--- src/rtl/multi_cycle_ctrl.sv ---
// -----------------------------------------------------------------------------
// multi_cycle_ctrl
// Main control FSM for the multi-cycle MIPS-subset core. Drives the 3-bit
// selects of the datapath's 8:1 selectors, the PC/IR/register/MDR write
// enables, the ALU operation and the memory request.
//
// Ports
//   clk           core clock, rising edge
//   rst_n         asynchronous active-low reset
//   io_opcode     IR[31:26]
//   io_funct      IR[5:0]
//   io_zero       ALU zero flag (same cycle as the ALU result)
//   io_mem_ready  memory completes the current request this cycle
//   io_pc_sel     0 ALU result, 1 ALUOut, 2 jump target, 3 reg A, 4 exc vector
//   io_alu_a_sel  0 PC, 1 reg A
//   io_alu_b_sel  0 reg B, 1 const 4, 2 sext imm, 3 sext imm<<2, 4 zext imm
//   io_wb_sel     0 ALUOut, 1 MDR, 2 PC
//   io_dst_sel    0 rt, 1 rd, 2 r31
//   io_alu_op     0 ADD, 1 SUB, 2 R-type funct decode
//   io_iord       0 address = PC, 1 address = ALUOut
//   io_mem_req    memory request
//   io_mem_we     memory write
//   io_ir_we, io_pc_we, io_reg_we, io_mdr_we   write enables
//   io_illegal    one-cycle pulse in the trap state
//   io_state      current state (debug)
// -----------------------------------------------------------------------------
module multi_cycle_ctrl #(
    parameter logic [3:0] RESET_STATE = 4'd0,
    parameter bit         EXC_ENABLE  = 1'b1
) (
    input  logic       clk,
    input  logic       rst_n,
    input  logic [5:0] io_opcode,
    input  logic [5:0] io_funct,
    input  logic       io_zero,
    input  logic       io_mem_ready,
    output logic [2:0] io_pc_sel,
    output logic [2:0] io_alu_a_sel,
    output logic [2:0] io_alu_b_sel,
    output logic [2:0] io_wb_sel,
    output logic [2:0] io_dst_sel,
    output logic [3:0] io_alu_op,
    output logic       io_iord,
    output logic       io_mem_req,
    output logic       io_mem_we,
    output logic       io_ir_we,
    output logic       io_pc_we,
    output logic       io_reg_we,
    output logic       io_mdr_we,
    output logic       io_illegal,
    output logic [3:0] io_state
);

    typedef enum logic [3:0] {
        S_FETCH  = 4'd0,
        S_DECODE = 4'd1,
        S_MEMADR = 4'd2,
        S_MEMRD  = 4'd3,
        S_MEMWB  = 4'd4,
        S_MEMWR  = 4'd5,
        S_EXEC   = 4'd6,
        S_RWB    = 4'd7,
        S_BRANCH = 4'd8,
        S_JUMP   = 4'd9,
        S_ADDIEX = 4'd10,
        S_IWB    = 4'd11,
        S_TRAP   = 4'd12
    } state_t;

    // Moore part of the control word, registered alongside the state.
    typedef struct packed {
        logic [2:0] pc_sel;
        logic [2:0] alu_a_sel;
        logic [2:0] alu_b_sel;
        logic [2:0] wb_sel;
        logic [2:0] dst_sel;
        logic [3:0] alu_op;
        logic       iord;
        logic       mem_req;
        logic       mem_we;
        logic       pc_we;
        logic       reg_we;
        logic       illegal;
    } ctrl_t;

    localparam logic [5:0] OP_RTYPE = 6'h00;
    localparam logic [5:0] OP_J     = 6'h02;
    localparam logic [5:0] OP_JAL   = 6'h03;
    localparam logic [5:0] OP_BEQ   = 6'h04;
    localparam logic [5:0] OP_BNE   = 6'h05;
    localparam logic [5:0] OP_ADDI  = 6'h08;
    localparam logic [5:0] OP_LW    = 6'h23;
    localparam logic [5:0] OP_SW    = 6'h2B;
    localparam logic [5:0] FN_JR    = 6'h08;

    localparam state_t RESET_S = state_t'(RESET_STATE);

    // Control word seen while the FSM sits in state s. Opcode/funct only
    // matter for JUMP, where IR is stable.
    function automatic ctrl_t decode_ctrl(input state_t s, input logic [5:0] op,
                                          input logic [5:0] fn);
        ctrl_t c;
        c = {$bits(ctrl_t){1'b0}};
        case (s)
            S_FETCH: begin
                c.mem_req   = 1'b1;
                c.alu_b_sel = 3'd1;
            end
            S_DECODE: c.alu_b_sel = 3'd3;
            S_MEMADR: begin
                c.alu_a_sel = 3'd1;
                c.alu_b_sel = 3'd2;
            end
            S_MEMRD: begin
                c.mem_req = 1'b1;
                c.iord    = 1'b1;
            end
            S_MEMWB: begin
                c.reg_we = 1'b1;
                c.wb_sel = 3'd1;
            end
            S_MEMWR: begin
                c.mem_req = 1'b1;
                c.mem_we  = 1'b1;
                c.iord    = 1'b1;
            end
            S_EXEC: begin
                c.alu_a_sel = 3'd1;
                c.alu_op    = 4'd2;
            end
            S_RWB: begin
                c.reg_we  = 1'b1;
                c.dst_sel = 3'd1;
            end
            S_BRANCH: begin
                c.alu_a_sel = 3'd1;
                c.alu_op    = 4'd1;
                c.pc_sel    = 3'd1;
            end
            S_JUMP: begin
                c.pc_we = 1'b1;
                if (op == OP_RTYPE && fn == FN_JR) begin
                    c.pc_sel = 3'd3;
                end else begin
                    c.pc_sel = 3'd2;
                end
                // jal links PC (already PC+4) into r31
                if (op == OP_JAL) begin
                    c.reg_we  = 1'b1;
                    c.wb_sel  = 3'd2;
                    c.dst_sel = 3'd2;
                end else begin
                    c.reg_we  = 1'b0;
                end
            end
            S_ADDIEX: begin
                c.alu_a_sel = 3'd1;
                c.alu_b_sel = 3'd2;
            end
            S_IWB: c.reg_we = 1'b1;
            S_TRAP: begin
                c.pc_sel  = 3'd4;
                c.pc_we   = 1'b1;
                c.illegal = 1'b1;
            end
            default: c = {$bits(ctrl_t){1'b0}};
        endcase
        return c;
    endfunction

    state_t state_r;
    state_t state_next_s;
    ctrl_t  ctrl_r;

    // Next-state selection.
    always_comb begin
        state_next_s = S_FETCH;
        case (state_r)
            S_FETCH: begin
                if (io_mem_ready) begin
                    state_next_s = S_DECODE;
                end else begin
                    state_next_s = S_FETCH;
                end
            end
            S_DECODE: begin
                case (io_opcode)
                    OP_RTYPE: begin
                        if (io_funct == FN_JR) begin
                            state_next_s = S_JUMP;
                        end else begin
                            state_next_s = S_EXEC;
                        end
                    end
                    OP_LW, OP_SW:   state_next_s = S_MEMADR;
                    OP_BEQ, OP_BNE: state_next_s = S_BRANCH;
                    OP_J, OP_JAL:   state_next_s = S_JUMP;
                    OP_ADDI:        state_next_s = S_ADDIEX;
                    default: begin
                        // unknown opcode: trap, or silently retire as a NOP
                        if (EXC_ENABLE) begin
                            state_next_s = S_TRAP;
                        end else begin
                            state_next_s = S_FETCH;
                        end
                    end
                endcase
            end
            S_MEMADR: begin
                if (io_opcode == OP_SW) begin
                    state_next_s = S_MEMWR;
                end else begin
                    state_next_s = S_MEMRD;
                end
            end
            S_MEMRD: begin
                if (io_mem_ready) begin
                    state_next_s = S_MEMWB;
                end else begin
                    state_next_s = S_MEMRD;
                end
            end
            S_MEMWR: begin
                if (io_mem_ready) begin
                    state_next_s = S_FETCH;
                end else begin
                    state_next_s = S_MEMWR;
                end
            end
            S_EXEC:   state_next_s = S_RWB;
            S_ADDIEX: state_next_s = S_IWB;
            default:  state_next_s = S_FETCH;
        endcase
    end

    // State register plus registered Moore control word for that state.
    always_ff @(posedge clk or negedge rst_n) begin
        if (!rst_n) begin
            state_r <= RESET_S;
            ctrl_r  <= decode_ctrl(RESET_S, 6'd0, 6'd0);
        end else begin
            state_r <= state_next_s;
            ctrl_r  <= decode_ctrl(state_next_s, io_opcode, io_funct);
        end
    end

    // Output stage: quiet control word while in reset, otherwise the
    // registered word plus the ready/zero-qualified enables.
    always_comb begin
        io_state = state_r;
        if (!rst_n) begin
            // reset must cut every write/request immediately, not at the next edge
            io_pc_sel    = 3'd0;
            io_alu_a_sel = 3'd0;
            io_alu_b_sel = 3'd1;
            io_wb_sel    = 3'd0;
            io_dst_sel   = 3'd0;
            io_alu_op    = 4'd0;
            io_iord      = 1'b0;
            io_mem_req   = 1'b0;
            io_mem_we    = 1'b0;
            io_ir_we     = 1'b0;
            io_pc_we     = 1'b0;
            io_reg_we    = 1'b0;
            io_mdr_we    = 1'b0;
            io_illegal   = 1'b0;
        end else begin
            io_pc_sel    = ctrl_r.pc_sel;
            io_alu_a_sel = ctrl_r.alu_a_sel;
            io_alu_b_sel = ctrl_r.alu_b_sel;
            io_wb_sel    = ctrl_r.wb_sel;
            io_dst_sel   = ctrl_r.dst_sel;
            io_alu_op    = ctrl_r.alu_op;
            io_iord      = ctrl_r.iord;
            io_mem_req   = ctrl_r.mem_req;
            io_mem_we    = ctrl_r.mem_we;
            io_reg_we    = ctrl_r.reg_we;
            io_illegal   = ctrl_r.illegal;
            io_ir_we     = (state_r == S_FETCH) & io_mem_ready;
            io_mdr_we    = (state_r == S_MEMRD) & io_mem_ready;
            case (state_r)
                S_FETCH:  io_pc_we = io_mem_ready;
                S_BRANCH: io_pc_we = (io_opcode == OP_BNE) ? ~io_zero : io_zero;
                default:  io_pc_we = ctrl_r.pc_we;
            endcase
        end
    end

endmodule

--- config.mk ---
export PLATFORM = sky130hd
export DESIGN_NAME = multi_cycle_ctrl
export DESIGN_NICKNAME = d
export VERILOG_FILES = /design/src/rtl/multi_cycle_ctrl.sv
export SDC_FILE = /design/constraint.sdc
export NUM_CORES = 1
export LEC_CHECK = 0
export ABC_AREA = 1
export ABC_CLOCK_PERIOD_IN_PS = 1750
export CORE_ASPECT_RATIO = 0.75
export CORE_UTILIZATION = 60
export DETAILED_ROUTE_END_ITERATION = 12
export DONT_BUFFER_PORTS = 1
export GPL_TIMING_DRIVEN = 1
export PLACE_DENSITY = 0.85
export SLEW_MARGIN = 30
export SYNTH_ARGS = -nofsm -noshare
export SYNTH_HDL_FRONTEND = slang
export SYNTH_SLANG_ARGS = --single-unit
--- constraint.sdc ---
create_clock -name clk -period 1.75 [get_ports clk]
set_clock_uncertainty 0.1 [all_clocks]
set_input_delay 0.2625 -clock clk [delete_from_list [all_inputs] [get_ports clk]]
set_output_delay 0.2625 -clock clk [all_outputs]
set_load 0.01 [all_outputs]
==> metrics.md <==
| Metric | Value |
|---|---|
| Switching Share | 46.2% |
| Synth top area cells | sky130_fd_sc_hd__dfrtp_1 34%, sky130_fd_sc_hd__inv_1 9.8%, sky130_fd_sc_hd__nand2_1 8.7% |
| Number of distinct standard cells referenced by the synthesized netlist | 27 |
| # fillers | 142 |
| # nets final | 207 |
| Sink Count | 21 |
| Post-route ant nets | 0 |
| Grt total ovfl | 0 |
| Worst min-delay path category | in -> reg |
| Layout overhead on the synthesized area | 11.7% |
| Final setup violating endpoints | 1 |
| TritonCTS clock tree | built |
| Fraction of layout cells with a size suffix above 1 | 38.4% |
| Number of top-level design ports | 47 |
| Cell-internal power | 1070 uW |
| Max Clk Rate | 0.570 GHz |
| Part of the total power dissipated in combinational logic | 50.4% |
| Starting utilization of the core area | 66.9% |
| DIE WIDTH | 58.1 um |
| Register share of total power | 37.9% |
| Die span in y | 44.1 um |
| Synth top cells by count | 37 x sky130_fd_sc_hd__inv_1, 33 x sky130_fd_sc_hd__nand2_1, 19 x sky130_fd_sc_hd__dfrtp_1 |
| Number of rows in the core area | 14 |
| Worst setup path category | reg -> out |
| Most instantiated flip-flop cell in the synthesis netlist | sky130_fd_sc_hd__dfrtp_1 |
| Crit path arrival time | 1.39 ns |
| Worst path setup slack after routing | -0.00555 ns |
| Remaining routing DRC violations | 0 |
| Warnings, synthesis | 0 |
| Violation count after the first detailed-route iteration | 55 |
| Switching power total | 919 uW |
| Unrepaired setup endpoints after global routing | true |
| Floorplan core area | 2120 um^2 |
| Number of I/O port buffers | 0 |
| Share of the synthesized netlist area taken by xor and xnor gates | 0% |
| Library cell with the largest summed area after synthesis | sky130_fd_sc_hd__dfrtp_1 |
| Hold Vio Cnt, Final | 1 |
| Sort of element at the end of the critical path | primary output |
| Peak ir drop on the vdd network | 0.000681 V |
| Area share of the leading cell type in the synthesized netlist | 33.5% |
| Critical path data required time | 1.39 ns |
| Skew-Pair Late Insertion Delay | 0.31 ns |
| Count of state elements after synthesis | 21 |
| Wire length of the first global-routing pass | 4520 um |
| Root buf cell | sky130_fd_sc_hd__clkbuf_4 |
| Worst hold margin | -0.00691 ns |
| Clock input transition at the sequential cells of the worst setup and hold paths | 0.12 ns |
| Tmin final | 1.76 ns |
| Post-synthesis compound-gate area fraction | 3.53% |
| Portion of total power attributed to the clock network | 11.7% |
| Max Root-Sink Buffers | 2 |
| Status | finished, violations left |
| Leak pwr | 0.000977 uW |
| Number of iterations in the first detailed-routing pass | 4 |
| Final Non-Filler Cells | 222 |
| Synthesized-area fraction occupied by and/or/nand/nor cells | 43.2% |
| Total wire length after detailed routing | 2920 um |
| GR Util All Layers | 23.3% |
| Half-perimeter wire length of the detailed placement result | 2110 um |
| Top fanout value on the critical path | 5 |
| Final Cycle Share | 100% |
| Average routed wire per standard cell | 13.2 um |
| Largest net degree at the start of global routing | 22 |
| DIE AREA | 2560 um^2 |
| Number of flops mapped to enable cells by yosys | 0 |
| Worst-case setup slack after placement | 0.0683 ns |
| Via count of the first global-routing pass | 1063 |
| TritonCTS Buffers | 3 |
| Detailed-route via count | 1150 |
| Register-to-register setup slack | 0.01 ns |
| Final weighted congestion in routability-driven placement | 0.833 |
| Startpoint types | flip-flop |
| Maximum level of the CTS H-tree | 1 |
| Portion of netlist area occupied by mux cells | 0% |
| Final Max Tran Viols | 0 |
| Cell Pwr Density | 1260 nW/um^2 |
| Antenna Cells | 0 |
| Most common cell in the netlist | sky130_fd_sc_hd__inv_1 |
| Portion of the post-synthesis area used by sequential elements | 37.2% |
| Antenna violations before repair | 0 |
| Netlist area before placement | 1420 um^2 |
| Number of placed cells counting well taps | 215 |
| Share of flip-flops with an asynchronous set or reset after synthesis | 100% |
| Violations in the final reports | hold timing, setup timing |
| Main combinational cell family by area after synthesis | simple AND/OR/NAND/NOR gates |
| Synthesized area divided by synthesized cell count | 7.75 um^2 |
| Via density per instance | 5.18 |
| Max cap viols | 0 |
| Synth Area in Adders | 0% |
| Synthesized instance count | 183 |
==> layout by cell type, fill, tap and decap left out, drive strengths merged, types with 3 or more instances in the layout <==
cell type | synthesis | layout
nand3 | 19 | 19
a21oi | 3 | 3
nand4 | 4 | 4
conb | 1 | 7
clkbuf | 2 | 3
inv | 41 | 41
dfrtp | 19 | 19
buf | 8 | 5
nand2 | 49 | 49
nor2 | 28 | 28
==> state kept, by name, indices dropped and copies added, names as in the netlist <==
signal and cells:
ctrl_r 17, io_state 4
==> layer usage <==
layer	wire (um)	part of all wire [%]	track usage, %
met1	1170	40	29.3
met5	0	0	0
met4	26	0.89	1.43
met3	206	7.1	6.73
met2	1520	52	42.3
==> through the flow <==
step           total power (uW)  util (%)  setup TNS, ns  hold slack [ns]  area, um^2
5_1_grt                    2110      74.7         -0.525          0.00169        1580
3_5_place_dp               1600      68.1              0           -0.133        1440
4_1_cts                    1900      72.4        -0.0424          0.00277        1530
6_report                   1990      74.7       -0.00555         -0.00691        1580
2_1_floorplan              1440         -              0           -0.133        1440
3_3_place_gp               1560      68.1              0           -0.133        1440
==> worst paths after layout <==
check / startpoint / to / cells past startpoint
worst max-delay path: io_state[3] / io_ir_we / 4
worst min-delay path: io_opcode[0] / ctrl_r[14] / 2
worst max register to register: io_state[3] / ctrl_r[4] / 8
worst min register to register: io_state[3] / ctrl_r[10] / 3
max in group asynchronous: rst_n / ctrl_r[4] / 2
min in group asynchronous: rst_n / ctrl_r[10] / 2
==> critical path: stages (launching register included) <==
cell                      delay [ns]
sky130_fd_sc_hd__dfrtp_2        0.51
sky130_fd_sc_hd__nor2_4         0.22
sky130_fd_sc_hd__nand3_4        0.12
sky130_fd_sc_hd__buf_6          0.14
sky130_fd_sc_hd__nor2_4         0.10
==> area by class of cell <==
type / instances / area (um^2) / share of cell area (%)
multi-input combinational: 117 / 766 / 48.3
sequential: 21 / 532 / 33.6
inverter: 41 / 156 / 9.87
timing repair buffer: 7 / 62.6 / 3.95
tap: 32 / 40.0 / 2.53
clock buffer: 3 / 22.5 / 1.42
clock inverter: 1 / 5.00 / 0.316
==> cells by family (layout without fill, tap and decap cells) <==
| logic type | Yosys count | in the layout |
|---|---|---|
| flops | 21 | 21 |
| buf+inv | 51 | 52 |
| other cells | 1 | 7 |
| simple gates | 103 | 103 |
| compound gates | 7 | 7 |
==> repair_timing <==
action / in CTS / in global routing
gates resized for setup: 15 / 11
gates cloned: 0 / 0
hold buffers: 2 / 1
buffers inserted: 0 / 0
endpoints found under the setup margin: 3 / 11
pin swaps: 4 / 7
hold endpoints to repair: 22 / 19
==> power groups by stage <==
stage,logic [uW],clock network [uW],registers [uW]
finish,1000,233,754
global placement,827,0,735
detailed placement,862,0,741
CTS,928,226,748
floorplan,717,0,722
global route,1090,251,769
Power figures use the tool's default switching activity.
